### src/rtl/mmio_bus_ctrl.sv
// Memory-mapped I/O controller between the CPU and RAM.
// Output registers, sampled input ports and sticky change events share one read path.
module mmio_bus_ctrl #(
   parameter int DATA_W  = 16,
   parameter int ADDR_W  = 9,
   parameter int NUM_OUT = 2,
   parameter int NUM_IN  = 2
) (
   input  logic                      i_clk,
   input  logic                      i_reset,
   input  logic [1:0]                i_mem_cmd,
   input  logic [ADDR_W-1:0]         i_mem_addr,
   input  logic [DATA_W-1:0]         i_write_data,
   output logic [DATA_W-1:0]         o_read_data,
   output logic                      o_rd_valid,
   output logic                      o_ram_we,
   input  logic [DATA_W-1:0]         i_ram_dout,
   output logic [NUM_OUT*DATA_W-1:0] o_out_port,
   input  logic [NUM_IN*DATA_W-1:0]  i_in_port
);

   localparam int OW = ADDR_W - 1;
   localparam int Q  = 2 ** (ADDR_W - 3);

   localparam logic [1:0] MREAD  = 2'b01;
   localparam logic [1:0] MWRITE = 2'b10;

   logic [OW-1:0]     w_ofs;
   logic              w_io;
   logic              w_rd;
   logic              w_wr;

   logic [DATA_W-1:0] r_out [NUM_OUT];
   logic [DATA_W-1:0] r_smp [NUM_IN];
   logic [DATA_W-1:0] r_evt [NUM_IN];
   logic [DATA_W-1:0] w_in  [NUM_IN];
   logic [DATA_W-1:0] w_chg [NUM_IN];

   logic [NUM_OUT-1:0] w_out_hit;
   logic [NUM_IN-1:0]  w_in_hit;
   logic [NUM_IN-1:0]  w_evt_hit;
   logic [DATA_W-1:0]  w_sel_data;

   logic              r_valid;
   logic              r_src_ram;
   logic [DATA_W-1:0] r_rdata;

   assign w_ofs = i_mem_addr[OW-1:0];
   assign w_io  = i_mem_addr[ADDR_W-1];
   assign w_rd  = (i_mem_cmd == MREAD);
   assign w_wr  = (i_mem_cmd == MWRITE);

   assign o_ram_we = w_wr & ~w_io;

   for (genvar g = 0; g < NUM_IN; g++) begin : g_in
      assign w_in[g]  = i_in_port[g*DATA_W +: DATA_W];
      assign w_chg[g] = w_in[g] ^ r_smp[g];
   end

   for (genvar g = 0; g < NUM_OUT; g++) begin : g_out
      assign o_out_port[g*DATA_W +: DATA_W] = r_out[g];
   end

   // Address decode of the I/O window and selection of the read source data.
   always_comb begin
      w_out_hit  = '0;
      w_in_hit   = '0;
      w_evt_hit  = '0;
      w_sel_data = '0;
      for (int i = 0; i < NUM_OUT; i++) begin
         if (w_io && (w_ofs == OW'(i))) begin
            w_out_hit[i] = 1'b1;
            w_sel_data   = r_out[i];
         end
      end
      for (int i = 0; i < NUM_IN; i++) begin
         if (w_io && (w_ofs == OW'(Q + i))) begin
            w_in_hit[i] = 1'b1;
            w_sel_data  = w_in[i];
         end
         if (w_io && (w_ofs == OW'(2 * Q + i))) begin
            w_evt_hit[i] = 1'b1;
            w_sel_data   = r_evt[i];
         end
      end
   end

   // Read pipeline stage: capture the selected source for the next cycle.
   always_ff @(posedge i_clk) begin
      if (i_reset) begin
         r_valid   <= 1'b0;
         r_src_ram <= 1'b0;
         r_rdata   <= '0;
      end else begin
         r_valid   <= w_rd;
         r_src_ram <= w_rd & ~w_io;
         r_rdata   <= w_rd ? w_sel_data : '0;
      end
   end

   assign o_rd_valid  = r_valid;
   assign o_read_data = r_src_ram ? i_ram_dout : r_rdata;

   // Output registers loaded by CPU writes into the OUT window.
   always_ff @(posedge i_clk) begin
      if (i_reset) begin
         for (int i = 0; i < NUM_OUT; i++) r_out[i] <= '0;
      end else begin
         for (int i = 0; i < NUM_OUT; i++) begin
            if (w_wr && w_out_hit[i]) r_out[i] <= i_write_data;
         end
      end
   end

   // Input sampling and sticky change events; a fresh change survives a clearing read.
   always_ff @(posedge i_clk) begin
      if (i_reset) begin
         for (int i = 0; i < NUM_IN; i++) begin
            r_smp[i] <= w_in[i];
            r_evt[i] <= '0;
         end
      end else begin
         for (int i = 0; i < NUM_IN; i++) begin
            r_smp[i] <= w_in[i];
            if (w_rd && w_evt_hit[i]) r_evt[i] <= w_chg[i];
            else                      r_evt[i] <= r_evt[i] | w_chg[i];
         end
      end
   end

endmodule

### config.mk
export PLATFORM = sky130hd
export DESIGN_NAME = mmio_bus_ctrl
export DESIGN_NICKNAME = d
export VERILOG_FILES = /design/src/rtl/mmio_bus_ctrl.sv
export SDC_FILE = /design/constraint.sdc
export NUM_CORES = 1
export LEC_CHECK = 0
export ABC_CLOCK_PERIOD_IN_PS = 5400
export CORE_MARGIN = 10
export CORE_UTILIZATION = 54
export DETAILED_ROUTE_END_ITERATION = 10
export DONT_BUFFER_PORTS = 1
export PLACE_DENSITY = 0.67
export SLEW_MARGIN = 20
export SYNTH_ARGS = -nofsm -noshare
export SYNTH_HDL_FRONTEND = slang
export SYNTH_SLANG_ARGS = --single-unit
export TNS_END_PERCENT = 5
### constraint.sdc
create_clock -name i_clk -period 5.4 [get_ports i_clk]
set_input_delay 0.81 -clock i_clk [delete_from_list [all_inputs] [get_ports i_clk]]
set_output_delay 0.81 -clock i_clk [all_outputs]
set_load 0.01 [all_outputs]
==> flow_summary.toml, run 1 <==
[layout]
final_core_utilization_pct = 64.0
layout_common_cells = "64 x sky130_fd_sc_hd__edfxtp_1, 63 x sky130_fd_sc_hd__nor2_1, 54 x sky130_fd_sc_hd__a21oi_1"
final-instance-count-excl-fill = 569
fraction_of_layout_cells_with_a_size_suffix_above_1_pct = 13.9
syn2layout_area_growth_pct = 14.7
mostFrequentLayoutCell = "sky130_fd_sc_hd__edfxtp_1"
nets = 525
insertedDiodeCount = 0
num-fill-cells = 671

[route]
drt-pass1-iter-count = 6
detailedRoute.firstIterationViolations = 180
post_drt_via_cell_ratio = 5.69
drc = 0
route.final.wire_length_mm = 11.3
detail-route-antenna-nets = 0
dr_total_vias = 3235
post_detailed_route_wirelength_per_cell_um = 19.9

[timing]
setup_ws_ns = 2.34
timing.setup.tns_ns = 0
slew_violations = 0
finalSetupViolCount = 0
setup_repair_after_global_routing_missed_its_margin = "no"
post-route-min-period_ns = 3.06
layout_worst_path_cycle_share_pct = 56.7
timing.final.hold_violations = 0
fmax_ghz = 0.327
tightestPinTransition_ns = 1.05
max_slew_margin_pct = 30.0
final.setup_skew_ns = 0.00380

[setup_path]
crit_chain = "or4b_1, or2_1, or4_1, a21oi_1, nor2_1"
timing.critical_path.arrival_ns = 3.32
critical_path.n_buffers_inverters = 0
path_class = "in2reg"
cell_type_group_with_the_largest_total_delay_on_the_critical_path = "simple AND/OR/NAND/NOR gates"
endpoint_kind = "register"
worstPathRequired_ns = 5.66
crit_path_max_fanout = 21
critical-path-max-stage-delay_ns = 0.84
crit_path_top_delay_cell = "sky130_fd_sc_hd__or4_1"
startpoint_type = "primary input"

[global_routing]
antenna_violations_before_repair = 0
track_usage_pct = 17.5
grt_start_max_net_pins = 37
grt_overflow_total = 0
first_global_vias = 3167
grt_pass1_wl_mm = 17.6

[worst_hold_path]
hold_path_class = "in2reg"

[power_and_ir_drop]
total_power_mw = 2.10
vdd.ir_drop.worst_mv = 0.256
p_leak_nw = 2.09
power.density_nw_per_um2 = 372

[cts]
worstSkewPairLatency_ns = 0.50
cts_hold_repair.buffers = 0
clock_tree.htree_level_count = 4
post_cts.repair.setup_buffers = 0
tritoncts = "built"
cts_inserted_buffers = 17
cts_root_buffer = "sky130_fd_sc_hd__clkbuf_8"
clk_pin_slew_ns = 0.06
clock_sinks = 114
cts_resized = 0
clockBufferDepth = 2

[synth]
synth-seq-cells = 114
post_synth_num_cell_types = 36
netlist_area_um2 = 4920
ys.warnings.count = 0
synthDominantCellAreaShare_pct = 39.1
synth_largest_area_cell = "sky130_fd_sc_hd__edfxtp_1"
yosysSeqAreaShare_pct = 59.5
synthesis.instances = 424
synthFlopType = "sky130_fd_sc_hd__edfxtp_1"
syn_area_per_cell_um2 = 11.6
synthArstFlopShare_pct = 0
synth_edf_count = 64
largest_cells_by_area_after_synthesis = "sky130_fd_sc_hd__edfxtp_1 39%, sky130_fd_sc_hd__dfxtp_1 20%, sky130_fd_sc_hd__xor2_1 5.7%"

[floorplanning]
die-area_um2 = 13300
floorplan.io_pins = 127
core_um2 = 8810
height_of_the_chip_um = 115
die_x_um = 115
fp_rows = 34
start_util_pct = 55.8

[outcome]
outcome = "finished, final reports clean"

[placed_design]
input_output_buffers = 0
final_weighted_congestion_in_routability_driven_placement = 0.810
half_perimeter_wire_length_after_placement_mm = 8.65
dp_cells = 537
pre_cts_ws_ns = 1.82

[job]
cap_violations = 0
worst paths after layout:
kind                       end          start  cells after the start  slack [ns]
setup / recovery   r_evt[0][9]  i_mem_addr[0]                      5        2.34
hold / removal    r_smp[0][11]  i_in_port[11]                      0        0.33
setup reg to reg    r_rdata[5]   r_out[0][21]                      4        4.00
hold reg to reg     r_rdata[4]    r_evt[1][4]                      2        0.53
area by class of cell:
type,instances,area [um2],area share (%)
flip-flops and latches,114,2920,51.8
multi-input cells,309,2000,35.4
clock buffers,19,432,7.65
well taps,108,135,2.40
clock inverters,13,114,2.02
repair buffers,4,30.0,0.533
inverters,2,7.51,0.133
power by group:
part           switching, mW  internal, mW  leakage [nW]
Sequential            0.0329         0.966          1.04
Combinational         0.0534        0.0429         0.801
Clock                  0.384         0.617         0.246
per-stage QoR:
step	cell area, um2	hold slack (ns)
2_1_floorplan	5030	0.491
3_3_place_gp	5080	0.507
3_5_place_dp	5080	0.510
4_1_cts	5630	0.313
5_1_grt	5640	0.302
6_report	5640	0.327
synth_stat cells, types with 2 or more instances:
master,instances
sky130_fd_sc_hd__inv_1,2
sky130_fd_sc_hd__mux2i_1,16
sky130_fd_sc_hd__nor2_1,63
sky130_fd_sc_hd__o21ai_0,13
sky130_fd_sc_hd__dfxtp_1,50
sky130_fd_sc_hd__a21oi_2,10
sky130_fd_sc_hd__nand2_1,2
sky130_fd_sc_hd__and2_1,17
sky130_fd_sc_hd__o32ai_1,3
sky130_fd_sc_hd__or3_1,3
sky130_fd_sc_hd__clkbuf_1,23
sky130_fd_sc_hd__edfxtp_1,64
sky130_fd_sc_hd__buf_2,4
sky130_fd_sc_hd__o22a_1,16
sky130_fd_sc_hd__o211a_1,3
sky130_fd_sc_hd__xor2_1,32
sky130_fd_sc_hd__nor2b_1,2
sky130_fd_sc_hd__o32a_1,13
sky130_fd_sc_hd__nor3_1,2
sky130_fd_sc_hd__buf_1,2
sky130_fd_sc_hd__mux2_2,16
sky130_fd_sc_hd__a21oi_1,54
worst reg2reg max path: stages (launching register included):
cell and delay [ns]:
sky130_fd_sc_hd__edfxtp_1 0.41, sky130_fd_sc_hd__mux2i_1 0.11, sky130_fd_sc_hd__o22a_1 0.22, sky130_fd_sc_hd__o32ai_1 0.39, sky130_fd_sc_hd__o211a_1 0.21
sequential cells by signal, summed over array words and instances, names as in the netlist:
| register | cells |
|---|---|
| r_evt | 32 |
| r_out | 32 |
| r_smp | 32 |
| r_rdata | 16 |
| o_rd_valid | 1 |
| r_src_ram | 1 |
layer usage:
metal | GRT usage [%] | vias up | part of all wire (%)
met1 | 22.0 | 1508 | 42
li1 | - | 1558 | -
met5 | 0 | - | 0
met2 | 24.8 | 160 | 43
met4 | 5.83 | 0 | 1.1
met3 | 9.97 | 9 | 14
cells by family (layout without fill, tap and decap cells):
family	count (synthesis)	after routing	share of synthesized area (%)
multiplexers	32	32	6.92
XOR/XNOR	32	32	5.70
other	1	32	0.0763
AND/OR/NAND/NOR	98	98	9.42
flip-flops	114	114	59.5
AO/OA/AOI/OAI	115	115	15.7
buffers and inverters	32	38	2.70
No activity file was read; power rests on OpenSTA's default activity.
==> run 2, diff against run 1 <==
--- a/config.mk
+++ b/config.mk
@@ -5,12 +5,12 @@
 export SDC_FILE = /design/constraint.sdc
 export NUM_CORES = 1
 export LEC_CHECK = 0
-export ABC_CLOCK_PERIOD_IN_PS = 5400
+export ABC_CLOCK_PERIOD_IN_PS = 2600
 export CORE_MARGIN = 10
 export CORE_UTILIZATION = 54
 export DETAILED_ROUTE_END_ITERATION = 10
 export DONT_BUFFER_PORTS = 1
-export PLACE_DENSITY = 0.67
+export PLACE_DENSITY = 0.7
 export SLEW_MARGIN = 20
 export SYNTH_ARGS = -nofsm -noshare
 export SYNTH_HDL_FRONTEND = slang
==> constraint.sdc (replaced) <==
create_clock -name i_clk -period 2.6 [get_ports i_clk]
set_input_delay 0.39 -clock i_clk [delete_from_list [all_inputs] [get_ports i_clk]]
set_output_delay 0.39 -clock i_clk [all_outputs]
set_load 0.01 [all_outputs]
==> run 2 against run 1 <==
Effect of this change: clock power grew 120%; cell area grew 7.9%; flip-flop and latch count stayed put; hold slack worse by 0.26 ns; largest power group unchanged; register-to-register slack lost 2.8 ns; non-clock buffer count up 44.
==> flow_summary.toml, run 2 (synthesized netlist as in run 1, its figures left out) <==
[outcome]
outcome = "finished, final reports clean"

[power_and_ir_drop]
power_frac_seq_pct = 45.7
clock_power_share_pct = 48.7
p_comb_share_pct = 5.5
p_leak_nw = 2.31
vdd.ir_drop.worst_mv = 0.624
power_switching_mw = 0.967
intPower_mw = 3.58
total_power_mw = 4.54
power.density_nw_per_um2 = 747
switching_share_pct = 21.3

[cts]
clockBufferDepth = 2
worstSkewPairLatency_ns = 0.51
cts_root_buffer = "sky130_fd_sc_hd__clkbuf_8"
clock_tree.htree_level_count = 4
post_cts.repair.setup_buffers = 0
clock_sinks = 114
cts_inserted_buffers = 17
tritoncts = "built"
clk_pin_slew_ns = 0.05

[global_routing]
grt_start_max_net_pins = 37
grt_overflow_total = 0
grt_pass1_wl_mm = 18.8
antenna_violations_before_repair = 0
track_usage_pct = 18.5
first_global_vias = 3464

[layout]
final_core_utilization_pct = 69.1
num-fill-cells = 627
largestRegisters = "r_evt x32, r_out x32, r_smp x32"
final-instance-count-excl-fill = 613
mostFrequentLayoutCell = "sky130_fd_sc_hd__edfxtp_1"
nets = 569
syn2layout_area_growth_pct = 23.8
fraction_of_layout_cells_with_a_size_suffix_above_1_pct = 13.9
layout_common_cells = "64 x sky130_fd_sc_hd__edfxtp_1, 63 x sky130_fd_sc_hd__nor2_1, 54 x sky130_fd_sc_hd__a21oi_1"
insertedDiodeCount = 0

[route]
dr_total_vias = 3415
post_detailed_route_wirelength_per_cell_um = 19.7
drc = 0
post_drt_via_cell_ratio = 5.57
drt-pass1-iter-count = 4
route.final.wire_length_mm = 12.1
detailedRoute.firstIterationViolations = 192
detail-route-antenna-nets = 0

[worst_hold_path]
hold_path_class = "in2reg"

[floorplanning]
die_x_um = 115
floorplan.io_pins = 127
die-area_um2 = 13300
start_util_pct = 55.8
height_of_the_chip_um = 115
core_um2 = 8810
fp_rows = 34

[setup_path]
timing.rr.start = "r_out[0][30]"
crit_path_top_delay_cell = "sky130_fd_sc_hd__dfxtp_1"
worstPathRequired_ns = 2.21
crit_chain = "mux2_2"
endpoint_kind = "primary output"
cell_type_group_with_the_largest_total_delay_on_the_critical_path = "flip-flops"
crit_path_max_fanout = 16
critical-path-max-stage-delay_ns = 0.70
regToRegSetupSlack_ns = 1.22
last_element_of_the_critical_path = "o_read_data[12]"
timing.critical_path.arrival_ns = 1.65
path_class = "reg2out"
critPathLaunch = "r_src_ram"
critical_path.n_buffers_inverters = 0
critical_path_depth_in_cells = 1
reg2reg_to = "r_rdata[14]"
worst-r2r-cell-count = 4
startpoint_type = "register"

[placed_design]
input_output_buffers = 0
final_weighted_congestion_in_routability_driven_placement = 0.809
half_perimeter_wire_length_after_placement_mm = 8.43
dp_cells = 547

[timing]
timing.final.hold_violations = 0
fmax_ghz = 0.489
final.setup_skew_ns = 0.0114
post-route-min-period_ns = 2.04
layout_worst_path_cycle_share_pct = 78.6
finalSetupViolCount = 0
tightestPinTransition_ns = 0.601
max_slew_margin_pct = 59.9
setup_repair_after_global_routing_missed_its_margin = "no"
slew_violations = 0

[job]
cap_violations = 0
## run 2: changes by cell type in the layout (fill, tap and decap cells not counted), sizes merged
cell	previous run	this run
clkinvlp	7	2
bufinv	1	3
dlygate4sd3	0	34
clkbuf	19	20
buf	4	14
clkinv	5	7
## run 2: final cells by class
cell class              count  area (um2)  share of cell area (%)
flip-flops and latches    114        2920                    48.0
multi-input cells         309        2010                    33.0
repair buffers             48         445                    7.32
clock buffers              20         425                    6.99
clock inverters            12         140                    2.30
well taps                 108         135                    2.22
inverters                   2        7.51                   0.123
## run 2: power by group through the flow
| stage | clock network [mW] | logic, mW | registers, mW |
|---|---|---|---|
| finish | 2.21 | 0.252 | 2.08 |
| global route | 2.33 | 0.280 | 2.09 |
| CTS | 2.24 | 0.250 | 2.08 |
| detailed placement | 0 | 0.203 | 2.11 |
| global placement | 0 | 0.197 | 2.11 |
| floorplan | 0 | 0.183 | 2.09 |
## run 2: layer usage
layer	GRT usage [%]	part of all wire (%)	routed length, um
met1	22.3	40	4840
met5	0	0	0
met3	8.99	14	1720
met4	8.11	1.6	197
met2	27.7	44	5300
## run 2: worst min-delay path by stage
stage	startpoint	end	slack [ns]	depth (start not counted)
2_1_floorplan	i_in_port[0]	r_smp[0][0]	0.42	0
3_3_place_gp	i_in_port[19]	r_smp[0][19]	0.42	0
3_5_place_dp	i_in_port[19]	r_smp[0][19]	0.42	0
4_1_cts	i_reset	r_evt[0][14]	0.05	1
5_1_grt	i_reset	r_evt[0][14]	0.05	1
6_report	i_reset	r_evt[0][14]	0.06	1
## run 2: through the flow
step	setup WS, ns	area (um2)	TNS [ns]	hold slack [ns]
2_1_floorplan	-0.0220	5070	-0.352	0.418
3_3_place_gp	0.365	5180	0	0.418
3_5_place_dp	0.336	5180	0	0.418
4_1_cts	0.512	6090	0	0.0490
5_1_grt	0.413	6090	0	0.0506
6_report	0.556	6090	0	0.0647
## run 2: what timing repair did
item                      4_1_cts  5_1_grt
hold buffers                   34        0
resized for setup               0        0
hold endpoints to repair       33        0
==> run 3, diff against run 2 <==
--- a/config.mk
+++ b/config.mk
@@ -5,12 +5,12 @@
 export SDC_FILE = /design/constraint.sdc
 export NUM_CORES = 1
 export LEC_CHECK = 0
-export ABC_CLOCK_PERIOD_IN_PS = 2600
+export ABC_CLOCK_PERIOD_IN_PS = 2000
 export CORE_MARGIN = 10
 export CORE_UTILIZATION = 54
 export DETAILED_ROUTE_END_ITERATION = 10
 export DONT_BUFFER_PORTS = 1
-export PLACE_DENSITY = 0.7
+export PLACE_DENSITY = 0.67
 export SLEW_MARGIN = 20
 export SYNTH_ARGS = -nofsm -noshare
 export SYNTH_HDL_FRONTEND = slang
==> constraint.sdc (replaced) <==
create_clock -name i_clk -period 2 [get_ports i_clk]
set_input_delay 0.3 -clock i_clk [delete_from_list [all_inputs] [get_ports i_clk]]
set_output_delay 0.3 -clock i_clk [all_outputs]
set_load 0.01 [all_outputs]
==> run 3 against run 2 <==
Effect of this change: utilization grew 0.40 points; hold slack lost 0.050 ns; global-route usage shrank 0.077 points; final cell count grew 0.49%; register-to-register slack lost 0.60 ns; via count shrank 2.6%; combinational power grew 40%; critical path depth is the same; cell area grew 0.58%; critical endpoint is now o_read_data[14]; largest cell class unchanged.
==> flow_summary.toml, run 3 (synthesized netlist as in run 1, its figures left out) <==
[timing]
timing.final.hold_violations = 0
slew_violations = 0
final.hold.worst_slack_ns = 0.0146
final.setup_skew_ns = 0.00797
max_slew_margin_pct = 61.7
post-route-min-period_ns = 1.76
finalSetupViolCount = 0
tightestPinTransition_ns = 0.575
fmax_ghz = 0.570
layout_worst_path_cycle_share_pct = 87.8
setup_repair_after_global_routing_missed_its_margin = "no"

[global_routing]
grt_start_max_net_pins = 33
first_global_vias = 3438
grt_pass1_wl_mm = 18.9
track_usage_pct = 18.4
antenna_violations_before_repair = 0
grt_overflow_total = 0

[worst_hold_path]
min_from = "i_write_data[1]"
whs_path_depth = 1
hold_path_end = "r_out[0][17]"
hold_path_class = "in2reg"

[setup_path]
worst-r2r-cell-count = 4
reg2reg_to = "r_rdata[5]"
endpoint_kind = "primary output"
critPathLaunch = "r_src_ram"
crit_path_top_delay_cell = "sky130_fd_sc_hd__dfxtp_2"
crit_chain = "mux2_2"
timing.critical_path.arrival_ns = 1.46
worstPathRequired_ns = 1.70
startpoint_type = "register"
cell_type_group_with_the_largest_total_delay_on_the_critical_path = "flip-flops"
critical_path.n_buffers_inverters = 0
timing.rr.start = "r_out[0][21]"
crit_path_max_fanout = 16
regToRegSetupSlack_ns = 0.62
critical-path-max-stage-delay_ns = 0.53
path_class = "reg2out"

[cts]
cts_root_buffer = "sky130_fd_sc_hd__clkbuf_8"
tritoncts = "built"
cts_inserted_buffers = 17
clk_pin_slew_ns = 0.05
clock_tree.htree_level_count = 4
worstSkewPairLatency_ns = 0.50
clockBufferDepth = 2
clock_sinks = 114

[placed_design]
final_weighted_congestion_in_routability_driven_placement = 0.796
half_perimeter_wire_length_after_placement_mm = 8.73
input_output_buffers = 0

[route]
detailedRoute.firstIterationViolations = 201
dr_total_vias = 3326
detail-route-antenna-nets = 0
route.final.wire_length_mm = 12.1
drc = 0
post_detailed_route_wirelength_per_cell_um = 19.7
drt-pass1-iter-count = 4
post_drt_via_cell_ratio = 5.40

[power_and_ir_drop]
intPower_mw = 4.40
vdd.ir_drop.worst_mv = 0.605
power_frac_seq_pct = 47.8
power_switching_mw = 1.25
switching_share_pct = 22.2
p_comb_share_pct = 6.2
p_leak_nw = 2.32
clock_power_share_pct = 46.0
power.density_nw_per_um2 = 924

[floorplanning]
core_um2 = 8810
fp_rows = 34
floorplan.io_pins = 127
height_of_the_chip_um = 115
die_x_um = 115
die-area_um2 = 13300
start_util_pct = 55.8

[layout]
largestRegisters = "r_evt x32, r_out x32, r_smp x32"
mostFrequentLayoutCell = "sky130_fd_sc_hd__edfxtp_1"
syn2layout_area_growth_pct = 24.5
layout_common_cells = "64 x sky130_fd_sc_hd__edfxtp_1, 63 x sky130_fd_sc_hd__nor2_1, 54 x sky130_fd_sc_hd__a21oi_1"
insertedDiodeCount = 0
final_core_utilization_pct = 69.5
nets = 572
fraction_of_layout_cells_with_a_size_suffix_above_1_pct = 15.0

[outcome]
outcome = "finished, final reports clean"

[job]
cap_violations = 0
## run 3: worst max-delay path by stage
stage | endpoint | slack, ns | cells past startpoint
finish | o_read_data[14] | 0.24 | 1
global route | o_read_data[12] | 0.18 | 1
CTS | o_read_data[14] | 0.009 | 1
detailed placement | r_evt[0][12] | -0.16 | 5
global placement | r_evt[0][12] | -0.13 | 5
floorplan | r_evt[0][0] | -0.40 | 9
## run 3: power by group through the flow
stage | clock network [mW] | registers, mW | logic, mW
floorplan | 0 | 2.72 | 0.242
global placement | 0 | 2.74 | 0.267
detailed placement | 0 | 2.75 | 0.275
CTS | 2.63 | 2.70 | 0.347
global route | 2.74 | 2.72 | 0.388
finish | 2.60 | 2.70 | 0.352
## run 3: timing repair
action                                  in CTS  in global routing
endpoints found under the hold margin       65                  0
endpoints found under the setup margin       0                 16
hold buffers                                35                  0
resized for setup                            0                  1
buffers inserted                             0                  0
## run 3: routing by layer
metal | part of all wire, % | track usage [%]
met1 | 43 | 23.3
met4 | 0.88 | 6.84
met2 | 42 | 26.5
met3 | 13 | 9.41
met5 | 0 | 0
## run 3: layout make-up
cell class | instances | area, um2
repair buffers | 51 | 518
inverters | 2 | 7.51
well taps | 108 | 135
fillers | 658 | 2690
clock inverters | 13 | 95.1
multi-input cells | 309 | 2020
flip-flops and latches | 114 | 2920
clock buffers | 19 | 422
## run 3: through the flow
| step | cell area [um2] | power, mW | setup TNS [ns] | cells | setup WS [ns] |
|---|---|---|---|---|---|
| 2_1_floorplan | 5130 | 2.96 | -17.44 | 455 | -0.399 |
| 3_3_place_gp | 5240 | 3.01 | -2.35 | 549 | -0.126 |
| 3_5_place_dp | 5240 | 3.03 | -2.97 | 549 | -0.159 |
| 4_1_cts | 6120 | 5.68 | 0 | 616 | 0.00927 |
| 5_1_grt | 6120 | 5.84 | 0 | 616 | 0.177 |
| 6_report | 6120 | 5.65 | 0 | 616 | 0.244 |
==> RTL change, RTL diff (flow settings as in run 3) <==
Take the reset off `r_rdata` and load it in a clocked block of its own.
--- a/src/rtl/mmio_bus_ctrl.sv
+++ b/src/rtl/mmio_bus_ctrl.sv
@@ -90,12 +90,14 @@
       if (i_reset) begin
          r_valid   <= 1'b0;
          r_src_ram <= 1'b0;
-         r_rdata   <= '0;
       end else begin
          r_valid   <= w_rd;
          r_src_ram <= w_rd & ~w_io;
-         r_rdata   <= w_rd ? w_sel_data : '0;
       end
+   end
+
+   always_ff @(posedge i_clk) begin
+      r_rdata <= w_rd ? w_sel_data : '0;
    end
 
    assign o_rd_valid  = r_valid;
Formal check against the unedited RTL: not equivalent (Yosys sat finds a counterexample within 4 cycles, from zero or initial values and one cycle with i_reset high).
==> RTL change against run 3 <==
  * Cell count is 3.4% lower
  * Routed wire length is 7.4% higher
  * Via count is 3.2% higher
  * Total power is 2.0% higher
  * Sequential cell count stayed put
  * Combinational power is 4% lower
  * Final area is 1.1% higher
  * Synthesized area is 1.7% higher
  * Largest power group is now the clock network
  * Worst setup slack worse by 0.020 ns
  * Count of clock-buffer cells in the layout is 3 higher
==> RTL change: results (changes against run 3) <==
The critical path data arrival time came out at 1.48 ns (+0.02 ns). The worst reg-to-reg setup slack came out at 0.60 ns (-0.02 ns). The number of nets in the layout was 548 (-4.2%). The fraction of layout cells with a size suffix above 1 was 19.83% (+4.9 points).

The number of resized instances in the post-cts repair step is 0 (unchanged). The global routing usage on met3 came out at 8.218% (-1.2 points). The number of warnings issued by yosys is 0 (unchanged). The total via count after detailed routing came out at 3432 (+3.2%). The first-pass GRT wire length is 20340 µm (+7.4%). The share of the yosys chip area belonging to registers came to 58.44% (-1.0 points). The global routing usage on met2 came out at 31.37% (+4.8 points). The final RePlAce weighted congestion was 0.8059 (+1.2%). The met1 track demand over resource in global routing came to 24.00% (+0.74 points). By count the netlist is led by 64 x edfxtp_1, 50 x dfxtp_1, 34 x nor2_1. The total track usage came out at 19.90% (+1.5 points). Among all stages on the critical path, the largest delay is contributed by mux2_2. The cell family contributing the most delay on the critical path is multiplexers.

The clock skew is 0.009725 ns (+0.001751 ns). The capture point of the worst reg-to-reg path is r_rdata[10]. The power share of the combinational group came out at 5.9% (-0.3 points). The depth of the worst register-to-register path came out at 3 (-1). The leakage power came out at 2.247 nW (-3.2%). The number of detailed-routing iterations run before antenna repair is 5 (+1).

The violation count after the first detailed-route iteration is 182 (-9.5%). The delay of the slowest cell on the worst path came out at 0.41 ns (-0.12 ns). The cell total after placement was 527 (-4.0%). The flow ran to the end, and the final reports show no timing, DRC or antenna violations. The number of CTS-inserted buffers was 17 (unchanged). The cell count after synthesis is 393 (-7.3%). The transition time at the pin with the least slew margin came to 0.5282 ns (-0.04695 ns).

The number of fillers in the final layout is 677 (+2.9%). The minimum period implied by the final worst setup slack was 1.775 ns (+0.01950 ns). The count of hold-fix buffers inserted at cts came out at 36 (+2.9%). The total power density per cell area came to 932.2 nW/µm² (+0.91%). The count of cell types in the netlist is 40 (+11%).

In the post-synthesis netlist, the biggest area contributors are edfxtp_1 38%, dfxtp_1 20%, mux2_2 7.2%, xor2_1 5.6%, and2_1 3.6%. The initial antenna violation count came to 0 (unchanged). The launch instance of the worst min-delay path is i_write_data[11]. The depth of the CTS H-tree came out at 4 (unchanged). The detailed placer's ending HPWL is 8849 µm (+1.3%). In this run the worst setup path terminates at o_read_data[11]. The standard cell area after detailed placement came out at 5270 µm² (+0.52%). The total wire length came to 13020 µm (+7.4%).

In this run the critical register-to-register path is launched from r_out[0][26]. The highest ir drop seen on vdd came to 626.8 µV (+3.5%). The cell internal power dissipation came to 4.519 mW (+2.7%). The worst hold slack across all endpoints was 0.01788 ns (+0.003234 ns). The latest clock arrival within the worst-skew pair came out at 0.50 ns (about the same). The worst hold path terminates at r_out[0][11]. The maximum number of pins on one net before global-route repair came to 41 (+24%). The via count of the first global-routing pass is 3680 (+7.0%). Among all flip-flop cells after synthesis, the most frequent one is edfxtp_1.

The critical path starts at r_src_ram. The worst setup slack after placement was 0.3011 ns (+0.4602 ns). The worst hold-check path type is in -> reg. The final cell count without fillers came out at 595 (-3.4%).

The power dissipated in the clock network is 2.73 mW (+5%).
-- RTL change: per-layer routing --
metal / vias to the layer above / wire length (µm)
li1: 1617 / -
met1: 1635 / 5342
met2: 158 / 6152
met3: 22 / 1314
met4: 0 / 207
met5: - / 0
-- RTL change: area by class of cell --
cell class | instances | area, µm² | area share (%)
tap | 111 | 138.9 | 2.245
sequential | 114 | 2923 | 47.24
clock inverter | 10 | 82.58 | 1.335
inverter | 2 | 7.507 | 0.1213
timing repair buffer | 53 | 498.0 | 8.049
multi-input combinational | 283 | 2073 | 33.51
clock buffer | 22 | 464.2 | 7.503
-- RTL change: cell families (layout without fill, tap and decap cells) --
group,Yosys count,after routing,synth area share [%]
multiplexers,32,32,7.205
other,1,32,0.07498
XOR/XNOR,32,32,5.604
flip-flops,114,114,58.44
AO/OA/AOI/OAI,99,99,15.96
buffers and inverters,27,87,2.527
AND/OR/NAND/NOR,88,88,10.18
